[src/rtl/cond_exec_ctrl_pkg.sv]
// Shared constants for the conditional-execution controller: condition codes,
// status-register bit positions and controller FSM states.
package cond_exec_ctrl_pkg;

  localparam int unsigned COND_LEN   = 4;
  localparam int unsigned STATUS_LEN = 4;

  // Bit positions inside the packed {z,c,n,v} status word
  localparam int unsigned ST_Z = 3;
  localparam int unsigned ST_C = 2;
  localparam int unsigned ST_N = 1;
  localparam int unsigned ST_V = 0;

  typedef enum logic [COND_LEN-1:0] {
    COND_EQ = 4'd0,
    COND_NE = 4'd1,
    COND_CS = 4'd2,
    COND_CC = 4'd3,
    COND_MI = 4'd4,
    COND_PL = 4'd5,
    COND_VS = 4'd6,
    COND_VC = 4'd7,
    COND_HI = 4'd8,
    COND_LS = 4'd9,
    COND_GE = 4'd10,
    COND_LT = 4'd11,
    COND_GT = 4'd12,
    COND_LE = 4'd13,
    COND_AL = 4'd14,
    COND_NV = 4'd15
  } cond_e;

  typedef enum logic {
    CEC_RUN   = 1'b0,
    CEC_FLUSH = 1'b1
  } cec_state_e;

endpackage

[src/rtl/cond_exec_ctrl_cond_eval.sv]
// Combinational condition evaluator: (4-bit condition, {z,c,n,v} flags) -> pass.
module cond_eval
  import cond_exec_ctrl_pkg::*;
(
  input  logic [COND_LEN-1:0]   cond,
  input  logic [STATUS_LEN-1:0] status,
  output logic                  pass
);

  logic z, c, n, v;

  always_comb begin
    z = status[ST_Z];
    c = status[ST_C];
    n = status[ST_N];
    v = status[ST_V];
    pass = 1'b0;
    case (cond)
      COND_EQ: pass = z;
      COND_NE: pass = ~z;
      COND_CS: pass = c;
      COND_CC: pass = ~c;
      COND_MI: pass = n;
      COND_PL: pass = ~n;
      COND_VS: pass = v;
      COND_VC: pass = ~v;
      COND_HI: pass = c & ~z;
      COND_LS: pass = ~c | z;
      COND_GE: pass = (n == v);
      COND_LT: pass = (n != v);
      COND_GT: pass = ~z & (n == v);
      COND_LE: pass = z | (n != v);
      COND_AL: pass = 1'b1;
      default: pass = 1'b0;
    endcase
  end

endmodule

[src/rtl/cond_exec_ctrl.sv]
// Conditional-execution and branch sequencing controller: owns the status register,
// evaluates the ID condition and drives execute-enable, stall, branch and flush.
module cond_exec_ctrl
  import cond_exec_ctrl_pkg::*;
#(
  parameter int unsigned FWD_FLAGS    = 1,
  parameter int unsigned FLUSH_CYCLES = 2,
  parameter int unsigned CNT_W        = 16
) (
  input  logic                  clk,
  input  logic                  rst,
  input  logic                  id_valid,
  input  logic [COND_LEN-1:0]   id_cond,
  input  logic                  id_is_branch,
  input  logic                  exe_valid,
  input  logic                  exe_s,
  input  logic [STATUS_LEN-1:0] exe_status,
  output logic [STATUS_LEN-1:0] status_q,
  output logic                  id_exec_en,
  output logic                  stall,
  output logic                  branch_taken,
  output logic                  flush,
  output logic [CNT_W-1:0]      cond_fail_cnt,
  output logic [CNT_W-1:0]      stall_cnt
);

  localparam bit       FWD        = (FWD_FLAGS != 0);
  localparam logic [2:0] FLUSH_LOAD = 3'(FLUSH_CYCLES - 1);

  cec_state_e            state_q, state_d;
  logic [2:0]            fcnt_q, fcnt_d;
  logic [STATUS_LEN-1:0] status_d;
  logic [CNT_W-1:0]      cond_fail_q, cond_fail_d;
  logic [CNT_W-1:0]      stall_cnt_q, stall_cnt_d;

  logic                  flag_wr;
  logic [STATUS_LEN-1:0] eff_status;
  logic                  pass;
  logic                  hazard;
  logic                  run;
  logic                  cond_fail_inc;

  assign flag_wr    = exe_valid & exe_s;
  assign eff_status = (FWD && flag_wr) ? exe_status : status_q;

  cond_eval u_cond_eval (
    .cond   (id_cond),
    .status (eff_status),
    .pass   (pass)
  );

  // Without forwarding, any conditional ID instruction behind a flag writer must wait
  assign hazard = !FWD && id_valid && (id_cond != COND_AL) && flag_wr;

  always_comb begin
    run           = (state_q == CEC_RUN) && !rst;
    stall         = run && hazard;
    id_exec_en    = run && id_valid && pass && !hazard;
    branch_taken  = id_exec_en && id_is_branch;
    flush         = (state_q == CEC_FLUSH) && !rst;
    cond_fail_inc = run && id_valid && !hazard && !pass;
  end

  always_comb begin
    state_d = state_q;
    fcnt_d  = fcnt_q;
    case (state_q)
      CEC_RUN: begin
        if (branch_taken) begin
          state_d = CEC_FLUSH;
          fcnt_d  = FLUSH_LOAD;
        end
      end
      CEC_FLUSH: begin
        if (fcnt_q == 3'd0) begin
          state_d = CEC_RUN;
        end else begin
          fcnt_d = fcnt_q - 3'd1;
        end
      end
      default: state_d = CEC_RUN;
    endcase
  end

  always_comb begin
    status_d    = flag_wr ? exe_status : status_q;
    cond_fail_d = (cond_fail_inc && (cond_fail_q != '1)) ? cond_fail_q + CNT_W'(1) : cond_fail_q;
    stall_cnt_d = (stall && (stall_cnt_q != '1)) ? stall_cnt_q + CNT_W'(1) : stall_cnt_q;
  end

  always_ff @(posedge clk) begin
    if (rst) begin
      state_q     <= CEC_RUN;
      fcnt_q      <= '0;
      status_q    <= '0;
      cond_fail_q <= '0;
      stall_cnt_q <= '0;
    end else begin
      state_q     <= state_d;
      fcnt_q      <= fcnt_d;
      status_q    <= status_d;
      cond_fail_q <= cond_fail_d;
      stall_cnt_q <= stall_cnt_d;
    end
  end

  assign cond_fail_cnt = cond_fail_q;
  assign stall_cnt     = stall_cnt_q;

endmodule
[config.mk]
export PLATFORM = sky130hd
export DESIGN_NAME = cond_exec_ctrl
export DESIGN_NICKNAME = d
export VERILOG_FILES = /design/src/rtl/cond_exec_ctrl_pkg.sv /design/src/rtl/cond_exec_ctrl_cond_eval.sv /design/src/rtl/cond_exec_ctrl.sv
export SDC_FILE = /design/constraint.sdc
export NUM_CORES = 1
export LEC_CHECK = 0
export CAP_MARGIN = 10
export CORE_ASPECT_RATIO = 1.75
export CORE_MARGIN = 2
export CORE_UTILIZATION = 30
export CTS_CLUSTER_SIZE = 20
export DETAILED_ROUTE_END_ITERATION = 16
export MAX_ROUTING_LAYER = met4
export SETUP_SLACK_MARGIN = 0.2
export SLEW_MARGIN = 5
export SYNTH_ARGS = -nofsm -noshare
export SYNTH_HDL_FRONTEND = slang
export SYNTH_HIERARCHICAL = 1
export SYNTH_SLANG_ARGS = --single-unit
[constraint.sdc]
create_clock -name clk -period 3.1 [get_ports clk]
set_clock_uncertainty 0.2 [all_clocks]
set_input_delay 0.465 -clock clk [delete_from_list [all_inputs] [get_ports clk]]
set_output_delay 0.465 -clock clk [all_outputs]
set_load 0.02 [all_outputs]
---- Yosys cells after proc, flatten, opt, wreduce, memory -nomap -nowiden ----
Cells that the tools add are included.
storage, ports and cells
  flip-flop bits (word level) ............. 24
  bits of input ports ..................... 14
  logic and storage cells ................. 55
operators by class
  add/subtract/negate cells ............... 2
  eq/ne operators ......................... 19
  mux-type cells .......................... 8
  bitwise logic cells ..................... 10
  reductions and logical operators ........ 12
operator list
  cell                   count
  $eq 4x4->1 const B     7
  $add 16x1->16 const B  1
  $eq 4x3->1 const B     4
  $ne 16x16->1 const B   1
  $pmux 1 s15            1
  $eq 4x2->1 const B     2
  $logic_and 1x1->1      7
  $mux 3                 2
  $pmux 3 s2             1
  $not 1->1              5
  $eq 4x1->1 const B     1
  $logic_not 4->1        1
  $mux 4                 1
  $ne 2x2->1 const B     2
  $and 1x1->1            3
  $logic_not 3->1        1
  $sub 3x1->3 const B    1
  $logic_not 1->1        2
  $mux 1                 2
  $or 1x1->1             2
  $pmux 1 s2             1
  $reduce_and 2->1       1
  $eq 1x1->1             1
  $ne 1x1->1             1

---- Longest topological paths before layout ----
  depth in word-level cells ............... 9
  gate-level depth with buffers ........... 10

---- Hierarchy ----
Netlist, hierarchy kept.
modules (own cells, without submodules)
  module          times used  cells each  area each (um^2)  seq. area each (um^2)
  cond_exec_ctrl  1           153         1360.1            480.5
  cond_eval       1           28          193.9             0.0

---- Least setup slack after synthesis ----
No wires, ideal clock.
  path kind ............................... input port to flip-flop
  start ................................... in exe_valid
  end ..................................... reg cond_fail_q[7], in the netlist cond_fail_cnt[7]
  setup time .............................. 0.071 ns
  data arrival time ....................... 3.075 ns
  slack ................................... -0.245 ns
  stages on the path ...................... 10
  path buffers ............................ 0
  cell sequence ........................... nand2_1 mux2_2 xnor2_2 o22ai_1 a211o_1 a211o_1 nor4b_4 nand4_4 or4_1 a21oi_1
between the ends
  word-level cells in the longest chain between the ends .. 8
  elaborated cells on any way between the ends .. 16
  classes of those cells .................. eq/ne: 2; mux: 2; bitwise: 9; reduce/logical: 3
ends and longest elaborated chain
  item                                              RTL line                                                        text
  from (decl)                                       cond_exec_ctrl.sv:15                                            input logic exe_valid,
  $and 1x1->1 *                                     cond_exec_ctrl.sv:43                                            assign flag_wr = exe_valid & exe_s;
  $mux 4 *                                          --
  net eff_status[1]                                 cond_exec_ctrl.sv:37                                            logic [STATUS_LEN-1:0] eff_status;
  $ne 1x1->1 / $eq 1x1->1 (equally long branches)   --
  $or 1x1->1 / $and 1x1->1 (equally long branches)  cond_exec_ctrl_cond_eval.sv:32, cond_exec_ctrl_cond_eval.sv:31
  $pmux 1 s15 *                                     cond_exec_ctrl_cond_eval.sv:18                                  case (cond)
  net pass                                          cond_exec_ctrl.sv:38                                            logic pass;
  $logic_not 1->1 *                                 cond_exec_ctrl.sv:61                                            cond_fail_inc = run && id_valid && !hazard && !pass;
  $logic_and 1x1->1 *                               cond_exec_ctrl.sv:61
  $logic_and 1x1->1 *                               cond_exec_ctrl.sv:87                                            cond_fail_d = (cond_fail_inc && (cond_fail_q != '1)) ? cond_fail_q + CNT_W'(1) : cond_fail_q;
  to (signal assigned)                              cond_exec_ctrl.sv:102                                           cond_fail_q <= cond_fail_d;
  to (decl)                                         cond_exec_ctrl.sv:33                                            logic [CNT_W-1:0] cond_fail_q, cond_fail_d;
Mark *: on every way through the listed nets, which the timed path passes. The rest lies on a longest branch.
A chain may end at the register's enable or synchronous reset.

---- Worst setup path after layout ----
  start ................................... in exe_s
  end ..................................... out branch_taken
between the ends
  word-level cells in the longest chain between the ends .. 7
  elaborated cells on any way between the ends .. 15
  classes of those cells .................. eq/ne: 2; mux: 2; bitwise: 9; reduce/logical: 2
ends and longest elaborated chain
  item                                              RTL line                                                        text
  from (decl)                                       cond_exec_ctrl.sv:16                                            input logic exe_s,
  $and 1x1->1 *                                     cond_exec_ctrl.sv:43
  $mux 4 *                                          --
  net eff_status[1]                                 cond_exec_ctrl.sv:37
  $ne 1x1->1 / $eq 1x1->1 (equally long branches)   --
  $or 1x1->1 / $and 1x1->1 (equally long branches)  cond_exec_ctrl_cond_eval.sv:32, cond_exec_ctrl_cond_eval.sv:31
  $pmux 1 s15 *                                     cond_exec_ctrl_cond_eval.sv:18
  net pass                                          cond_exec_ctrl.sv:38
  $logic_and 1x1->1 *                               cond_exec_ctrl.sv:58                                            id_exec_en = run && id_valid && pass && !hazard;
  $logic_and 1x1->1 *                               cond_exec_ctrl.sv:59                                            branch_taken = id_exec_en && id_is_branch;
  to (decl)                                         cond_exec_ctrl.sv:21                                            output logic branch_taken,
Marks and branches as above.

==> impl_metrics.env <==
export IMPL_num_rows=34
export IMPL_ir_worst_vdd_mv=0.217
export IMPL_end_kind="output port"
export IMPL_power_density_nw_per_um2=297
export IMPL_cp_slowest_stage_delay_ns=0.34
export IMPL_grt_pass1_vias=1339
export IMPL_whs_path_depth=2
export IMPL_die_x_um=58.4
export IMPL_wl_per_cell_um=13.6
export IMPL_crit_chain="buf_8 -> nand2_8 -> mux2_4 -> xnor2_4 -> o22ai_1 -> a211o_1 -> a211o_1 -> buf_4 -> buf_4 -> nand4_1 -> inv_1 -> buf_4"
export IMPL_hold_class="flip-flop to flip-flop"
export IMPL_critical_path_slowest_cell="mux2_4"
export IMPL_drt_iter0_markers=35
export IMPL_start_kind="primary input"
export IMPL_tritoncts="done"
export IMPL_avgSynthCellArea_um2=8.59
export IMPL_syn_cell_area_um2=1550
export IMPL_synth_edf_count=0
export IMPL_cts_root_buf="clkbuf_8"
export IMPL_coreArea_um2=4980
export IMPL_totalPowerFinal_mw=0.695
export IMPL_hold_start="fcnt_q[1]"
export IMPL_maxCapViolCount=0
export IMPL_utilization_pct=47.0
export IMPL_vias=1554
export IMPL_drt_vias_per_instance=5.23
export IMPL_drc=0
export IMPL_clk_path_buf_depth=2
export IMPL_synthFlopType="dfxtp_1"
export IMPL_grt_max_degree=25
export IMPL_ff2ff_setup_slack_ns=0.16
export IMPL_synth_seq_cells=24
export IMPL_grt_pass1_wl_mm=6.18
export IMPL_arrival_ns=2.40
export IMPL_r2r_start="status_q[1]"
export IMPL_drt_total_wl_mm=4.04
export IMPL_die_h_um=99.2
export IMPL_syn_inst=181
export IMPL_tightest_slew_ns=0.585
export IMPL_crit_start="exe_s"
export IMPL_fillCellCount=479
export IMPL_overflow=0
export IMPL_min_to="fcnt_q[1]"
export IMPL_slew_headroom_pct=60.7
export IMPL_worstSetupPathType="primary input to output port"
export IMPL_finalHoldViolCount=0
export IMPL_drt_pass1_iter_count=4
export IMPL_pin_count=54
export IMPL_antenna_found_initial=0
export IMPL_reg2regPathDepth=10
export IMPL_cp_common_cell="buf_4"
export IMPL_max_freq_ghz=0.326
export IMPL_htreeDepth=1
export IMPL_area_growth_pct=50.4
export IMPL_rsz0062_at_grt="yes"
export IMPL_worstPathRequired_ns=2.43
export IMPL_diodes=0
export IMPL_cts_buffers=3
export IMPL_worstPathMaxFanout=4
export IMPL_outcome="complete, no violations"
export IMPL_pre_cts_ws_ns=-0.834
export IMPL_io_buffers=36
export IMPL_clk_pin_slew_ns=0.08
export IMPL_slew_violations=0
export IMPL_r2r_end="cond_fail_cnt[9]"
export IMPL_yosysSeqAreaShare_pct=30.9
export IMPL_num_nets_final=261
export IMPL_period_share_pct=98.8
export IMPL_floorplan_initialDensity_pct=31.2
export IMPL_setup_viol=0
export IMPL_setup_ws_ns=0.0367
export IMPL_clock_sinks=24
export IMPL_final_min_clock_period_ns=3.06
export IMPL_gp_congestion=0.848
export IMPL_clkLatencyLatePin_ns=0.26
export IMPL_synth_warnings=6
export IMPL_synth_async_reset_ratio_pct=0
export IMPL_drive_gt1_share_pct=28.4
export IMPL_die_area_um2=5790
export IMPL_synth_cell_types=45
export IMPL_track_usage_pct=13.7
export IMPL_p_leak_nw=0.958
export IMPL_ant_nets=0
export IMPL_hpwl_mm=2.89
==> how the worst max path moves through the flow <==
stage / end / slack, ns
5_1_grt: cond_fail_cnt[9] / -0.07
4_1_cts: cond_fail_cnt[14] / -0.04
6_report: branch_taken / 0.04
2_1_floorplan: cond_fail_cnt[7] / -0.15
3_3_place_gp: cond_fail_cnt[14] / -0.79
3_5_place_dp: cond_fail_cnt[14] / -0.83
==> Yosys cell counts, types with 2 or more instances <==
cell type	instances	area share, %
or4_1	7	3.4
a211o_1	2	1.1
nor2_1	8	1.9
o211ai_1	3	1.4
mux2_2	5	3.6
and4_1	4	2.3
o31ai_1	8	3.9
dfxtp_1	24	31
a31oi_1	2	0.81
nand4_1	5	2.0
nand2b_1	6	2.4
or2_2	2	0.81
nand2_1	8	1.9
nor3b_1	2	0.97
a21oi_1	16	5.2
and3_1	7	2.8
buf_4	17	8.2
mux2i_1	3	1.9
nand3_1	4	1.3
nor3_1	4	1.3
nor2b_1	7	2.8
clkbuf_1	3	0.72
o21ai_0	4	1.3
or3_1	3	1.2
inv_1	5	1.2
ha_1	3	2.4
==> cell usage in the layout (no fill, tap or decap), types with 6 or more instances in the layout <==
cell	n
mux2_4	6
conb_1	17
clkdlybuf4s50_1	26
nor2_1	8
nor2b_1	6
o31ai_1	7
nand2_1	6
buf_4	22
dfxtp_1	24
buf_6	9
nand2b_1	6
and3_1	6
a21oi_1	11
==> sequential cells by signal (all words and copies together) (netlist names) <==
signal and count:
status_q 4, state_q 1, fcnt_q 3, cond_fail_cnt 16
==> critical path: cells and delay by family <==
family,cells,cell delay [ns]
compound gates,3,0.66
xor+xnor,1,0.20
buf+inv,5,0.56
mux,1,0.34
simple gates,2,0.17
==> through the flow <==
step / setup TNS [ns] / hold slack (ns) / instance area (um^2) / std cells
after CTS: -0.0558 / 0.313 / 2210 / 291
final: 0 / 0.310 / 2340 / 297
after floorplan: -0.902 / 0.264 / 1640 / 197
after detailed placement: -13.05 / 0.291 / 2030 / 281
after global placement: -12.42 / 0.279 / 2030 / 281
after global routing: -0.266 / 0.357 / 2340 / 297
==> per-layer routing <==
layer / vias up / track usage, % / part of all wire (%)
li1: 762 / - / -
met1: 744 / 15.0 / 40
met2: 42 / 25.0 / 54
met3: 6 / 1.43 / 4.7
met4: 0 / 4.29 / 1.3
met5: - / - / 0
==> layout make-up <==
class,instances,area [um^2],share of cell area (%)
Multi-Input combinational cell,146,1110,47.7
Inverter,5,18.8,0.803
Clock buffer,4,55.1,2.36
Sequential cell,24,480,20.6
Timing Repair Buffer,64,601,25.7
Tap cell,54,67.6,2.89
==> report_power, final <==
part | internal [mW] | leakage [nW] | switching [mW] | total (mW)
registers | 0.314 | 0.194 | 0.00476 | 0.319
clock network | 0.113 | 0.0288 | 0.0970 | 0.210
logic | 0.0831 | 0.735 | 0.0825 | 0.166
total | 0.511 | 0.958 | 0.184 | 0.695
==> repair_timing <==
| action | in CTS | in global routing |
|---|---|---|
| setup buffers | 6 | 6 |
| setup endpoints to repair | 20 | 18 |
| resized for setup | 48 | 21 |
| hold buffers | 0 | 0 |
| pin swaps | 21 | 9 |
| gates cloned | 0 | 0 |
==> kinds of logic after synthesis <==
group / after synthesis / share of synthesized area (%)
buf+inv: 27 / 11.2
flops: 24 / 30.9
compound gates: 42 / 17.2
other cells: 1 / 0.241
mux: 9 / 6.52
xor+xnor: 2 / 1.61
simple gates: 73 / 29.9
fa+ha+maj: 3 / 2.42
(Power assumes the default switching activity.)
